$ cat config.mk
export PLATFORM = sky130hd
export DESIGN_NAME = instruction_fetch
export DESIGN_NICKNAME = d
export VERILOG_FILES = /design/src/rtl/instruction_fetch.sv
export SDC_FILE = /design/constraint.sdc
export NUM_CORES = 1
export LEC_CHECK = 0
export ABC_AREA = 0
export CAP_MARGIN = 15
export CORE_MARGIN = 4
export CORE_UTILIZATION = 41
export DETAILED_ROUTE_END_ITERATION = 8
export PLACE_DENSITY = 0.76
export SYNTH_ARGS = -nofsm -noshare
export SYNTH_HDL_FRONTEND = slang
export SYNTH_SLANG_ARGS = --single-unit
export TNS_END_PERCENT = 10
$ cat constraint.sdc
create_clock -name clk -period 2 [get_ports clk]
set_input_delay 0.4 -clock clk [delete_from_list [all_inputs] [get_ports clk]]
set_output_delay 0.4 -clock clk [all_outputs]
set_load 0.1 [all_outputs]
$ cat src/rtl/instruction_fetch.sv
// Fetch stage: owns the word-addressed PC, drives a 1-cycle-latency instruction RAM,
// and presents a registered instr/PC pair to decode with stall replay, redirect and halt.
module instruction_fetch #(
  parameter int                ADDR_W   = 11,
  parameter int                DATA_W   = 32,
  parameter logic [ADDR_W-1:0] RESET_PC = '0
) (
  input  logic              clk,
  input  logic              rst,
  input  logic              stall,
  input  logic              redirect_valid,
  input  logic [ADDR_W-1:0] redirect_pc,
  input  logic              halt,
  output logic [ADDR_W-1:0] imem_addr,
  input  logic [DATA_W-1:0] imem_data,
  output logic              instr_valid,
  output logic [DATA_W-1:0] instr,
  output logic [ADDR_W-1:0] instr_pc,
  output logic              halted
);

  typedef enum logic {
    RUN    = 1'b0,
    HALTED = 1'b1
  } mode_t;

  typedef struct packed {
    logic              vld;
    logic [DATA_W-1:0] instr;
    logic [ADDR_W-1:0] pc;
  } fetch_out_t;

  mode_t             mode_q, mode_d;
  logic [ADDR_W-1:0] pc_q, pc_d;
  logic              infl_q, infl_d;
  logic [ADDR_W-1:0] infl_pc_q, infl_pc_d;
  fetch_out_t        out_q, out_d;

  // Address port: a stalled in-flight read is replayed so its word is still
  // on imem_data when decode finally accepts it.
  always_comb begin
    imem_addr = pc_q;
    if (rst)
      imem_addr = RESET_PC;
    else if (mode_q == HALTED)
      imem_addr = pc_q;
    else if (redirect_valid)
      imem_addr = redirect_pc;
    else if (stall && infl_q)
      imem_addr = infl_pc_q;
  end

  // Next-state: redirect > halt > stall > normal; nothing moves once halted.
  always_comb begin
    mode_d    = mode_q;
    pc_d      = pc_q;
    infl_d    = infl_q;
    infl_pc_d = infl_pc_q;
    out_d     = out_q;
    if (mode_q == RUN) begin
      if (redirect_valid) begin
        out_d.vld = 1'b0;
        infl_d    = 1'b1;
        infl_pc_d = redirect_pc;
        pc_d      = redirect_pc + ADDR_W'(1);
      end else if (halt) begin
        mode_d    = HALTED;
        out_d.vld = 1'b0;
        infl_d    = 1'b0;
      end else if (!stall) begin
        infl_d    = 1'b1;
        infl_pc_d = pc_q;
        pc_d      = pc_q + ADDR_W'(1);
        out_d.vld = infl_q;
        // Only capture data that belongs to a real read, so X never leaks out.
        if (infl_q) begin
          out_d.instr = imem_data;
          out_d.pc    = infl_pc_q;
        end
      end
    end
  end

  always_ff @(posedge clk) begin
    if (rst) begin
      mode_q    <= RUN;
      pc_q      <= RESET_PC;
      infl_q    <= 1'b0;
      infl_pc_q <= '0;
      out_q     <= '0;
    end else begin
      mode_q    <= mode_d;
      pc_q      <= pc_d;
      infl_q    <= infl_d;
      infl_pc_q <= infl_pc_d;
      out_q     <= out_d;
    end
  end

  assign instr_valid = out_q.vld;
  assign instr       = out_q.instr;
  assign instr_pc    = out_q.pc;
  assign halted      = (mode_q == HALTED);

endmodule

==> metrics.md <==
| Metric | Value |
|---|---|
| Ranking of synthesized cells by area | dfxtp_1 43%, nand2_1 12%, a21oi_1 8.6% |
| Worst slew margin | 0.634 |
| Syn nets | approximately 450 |
| Die extent in y | between 90 and 100 microns |
| Worst Path Arrival | roughly 1.7 ns |
| CTS Buf Count | 9 |
| PortBufs | between 100 and 150 |
| Worst r2r dst | pc_q[8]$_SDFFE_PP0P_ |
| WL final | ~11000 microns |
| R2R cell count | 7 |
| Root Driver | clkbuf_8 |
| Syn Area/Cell | 7.93 sq um |
| Worst r2r src | pc_q[0]$_SDFFE_PP0P_ |
| Reg2reg setup slack | roughly 0.4 ns |
| Slew @ Worst Pin | roughly 0.53 ns |
| TritonCTS Sinks | between 60 and 70 |
| Kind of critical path | flip-flop to output pin |
| Setup WS pre-CTS | -0.511 ns |
| Synthesis-stage register bit count | between 60 and 70 |
| Longest Clk Path Bufs | 2 |
| I/O pin count | 104 |
| Setup Viol. Count Final | 5 |
| # H-tree levels | 3 |
| Status | finished with violations |
| Failing checks | negative setup slack |
| Ys flop type | dfxtp_1 |
| Placeable Area | 7330 sq um |
| Pins Over Slew Limit | 0 |
| Area grow syn2layout | 62.6% |
| Placement row count | 31 |
| Worst path slowest cell | dfxtp_4 |
| CP endpoint kind | output pin |
| Global router's overall resource usage | 0.235 |
| Total power draw | 3.62 mW |
| Power per Cell Area | slightly above 700 nW/um^2 |
| Tcrit/Tclk final | 1.04 |
| Syn Inst Count | a little under 400 |
| FF+latch area | about 1400 sq um |
| Fmax | 479 MHz |
| EDFF count, synth | 0 |
| Share of power burned in registers | 0.405 |
| Synth Cell Area | 3140 sq um |
| Critical Path, Cell by Cell | and3b_2 > buf_4 > a22oi_2 > a2bb2oi_2 > nor2_4 > buf_12 |
| GRT met3 Usage | 0.0545 |
| First-pass GRT wire length | 16800 microns |
| Synth cell count leaders | 98 x nand2_1, 68 x dfxtp_1, 54 x a21oi_1 |
| Area leader, netlist | dfxtp_1 |
| Final setup skew | roughly 0.014 ns |
| Clk_lat worst skew | between 0.3 and 0.4 ns |
| Logic pwr share | 0.244 |
| Count leader, synth | nand2_1 |
| Sw frac | 0.311 |
| WHS Path Cells | 2 |
| Post-DP HPWL | ~7600 microns |
| P_sw | roughly 1.1 mW |
| Fin crit period | roughly 2.1 ns |
| Die width | about 96 microns |
| Leakage | ~2.0 nW |
| Internal power | 2.49 mW |
| CP Launch Type | flip-flop |
| Post-synthesis async set-or-reset flop share | 0 |
| Unrepaired setup endpoints after global routing | true |
| Worst vdd ir | between 300 and 400 uV |
| Top cell type's share of synthesized area | 0.433 |
| Final worst slack | -0.0870 ns |
| CTS tree | done |
| Max Cap Viol | 0 |
| Initial Utilization | 0.429 |
| Synth warnings | 0 |
| GR Overflow Total | 0 |
| Nets | between 500 and 600 |
| CP required | between 1.5 and 2 ns |
| Share of layout cells above drive strength 1 | 0.330 |
| GP Congestion | approximately 0.91 |
| Clk network pwr share | 0.351 |
| Worst-path clk slew | around 0.070 ns |
| Worst path bufs/invs | 2 |
| Largest net degree at the start of global routing | 44 |
| Worst path depth | 6 |
| Hold Startpoint | instr[22]$_SDFFE_PP0P_ |
| Die area | about 9100 sq um |
| Antenna violations before repair | 0 |
| CP top delay family | flip-flops |
| Remaining DRCs | 0 |
| Crit-path max cell delay | around 0.38 ns |
| Final Hold Fails | 0 |
| Fillers | between 500 and 600 |
| Antenna cell count | 0 |
| Yosys cell types | 52 |
| Vias post-DR | around 3600 |
| Post-DRT Antenna Nets | 0 |
| Post-synthesis sequential area ratio | 0.433 |
| Pre-antenna DRT Iters | 6 |
| Initial drt markers | 327 |
| Worst Hold Path EP | instr[22]$_SDFFE_PP0P_ |
| Max FO, Critical Path | 6 |
| Met2 Use GR | 0.389 |
| Gr busiest metal | met2 |
| Multi-input logic area | about 1800 sq um |
| DR WL/cell | ~17 microns |
| Vias per cell | approximately 5.5 |
| Hold Path Class | flip-flop to flip-flop |
| Met1 global-route usage | 0.301 |
| Vias in the first global route | 3361 |
## layout make-up
cell class                      count  area share
Sequential cell                    68       0.268
Inverter                            5     0.00367
Clock buffer                        9      0.0243
Multi-Input combinational cell    294       0.361
Tap cell                           99      0.0243
Timing Repair Buffer              163       0.299
Clock inverter                      7      0.0194
## sequential cells by signal, indices dropped and copies added (netlist names)
name,flops
infl_pc_q,11
instr,32
halted,1
infl_q,1
pc_q,11
instr_valid,1
instr_pc,11
## metal layers
layer  vias up  part of all wire
met1      1655              0.40
met5         -                 0
met3        31             0.086
li1       1689                 -
met2       188              0.49
met4         0             0.023
## placed cells by master (no fill, tap or decap), drive strengths merged, types with 3 or more instances in the layout
master,count
buf,118
nand2,98
dfxtp,68
a21oi,54
clkdlybuf4s50,42
nor2,27
nand3,13
a211oi,11
a2bb2oi,10
a22oi,10
clkbuf,9
mux2i,8
o21ai,7
nand4,6
inv,5
a31oi,4
or2,4
clkinv,4
mux2,3
and2,3
o211ai,3
## metrics by stage
| stage | hold WS, ns | setup TNS [ns] | utilization | instance area (sq um) | instances |
|---|---|---|---|---|---|
| 2_1_floorplan | 0.443 | -0.0274 | - | 3290 | 396 |
| 3_3_place_gp | 0.442 | -25.01 | 0.643 | 4710 | 622 |
| 3_5_place_dp | 0.447 | -27.82 | 0.643 | 4710 | 622 |
| 4_1_cts | 0.459 | -0.284 | 0.694 | 5090 | 645 |
| 5_1_grt | 0.473 | -0.811 | 0.697 | 5110 | 645 |
| 6_report | 0.454 | -0.337 | 0.697 | 5110 | 645 |
## power by group through the flow
stage	combinational, mW	clock [mW]	sequential (mW)
2_1_floorplan	0.392	0	1.56
3_3_place_gp	0.815	0	1.49
3_5_place_dp	0.824	0	1.49
4_1_cts	0.867	1.29	1.46
5_1_grt	0.926	1.35	1.47
6_report	0.882	1.27	1.47
## timing repair
action,CTS,global route
gates resized for setup,28,7
hold buffers,0,0
setup buffers,5,0
cloned,2,0
endpoints found under the setup margin,27,11
pin swaps,3,2
## worst min-delay path, delay by kind of cell, from the launching register on
kind	cells	cell delay, ns
compound gates	1	0.05
simple gates	1	0.05
flops	1	0.31
## worst max path at each step
stage	start	to
floorplan	redirect_valid	imem_addr[10]
global placement	redirect_valid	imem_addr[6]
detailed placement	redirect_valid	imem_addr[6]
CTS	infl_q$_SDFFE_PP0P_	imem_addr[9]
global route	infl_q$_SDFFE_PP0P_	imem_addr[0]
finish	infl_q$_SDFFE_PP0P_	imem_addr[0]
## logic make-up after synthesis
| family | Yosys count | synth area share |
|---|---|---|
| XOR/XNOR | 3 | 0.00836 |
| multiplexers | 11 | 0.0362 |
| buffers and inverters | 36 | 0.0550 |
| flip-flops | 68 | 0.433 |
| AND/OR/NAND/NOR | 162 | 0.224 |
| adder cells (fa/ha/maj) | 1 | 0.00398 |
| AO/OA/AOI/OAI | 115 | 0.239 |
Power figures use the tool's default switching activity.
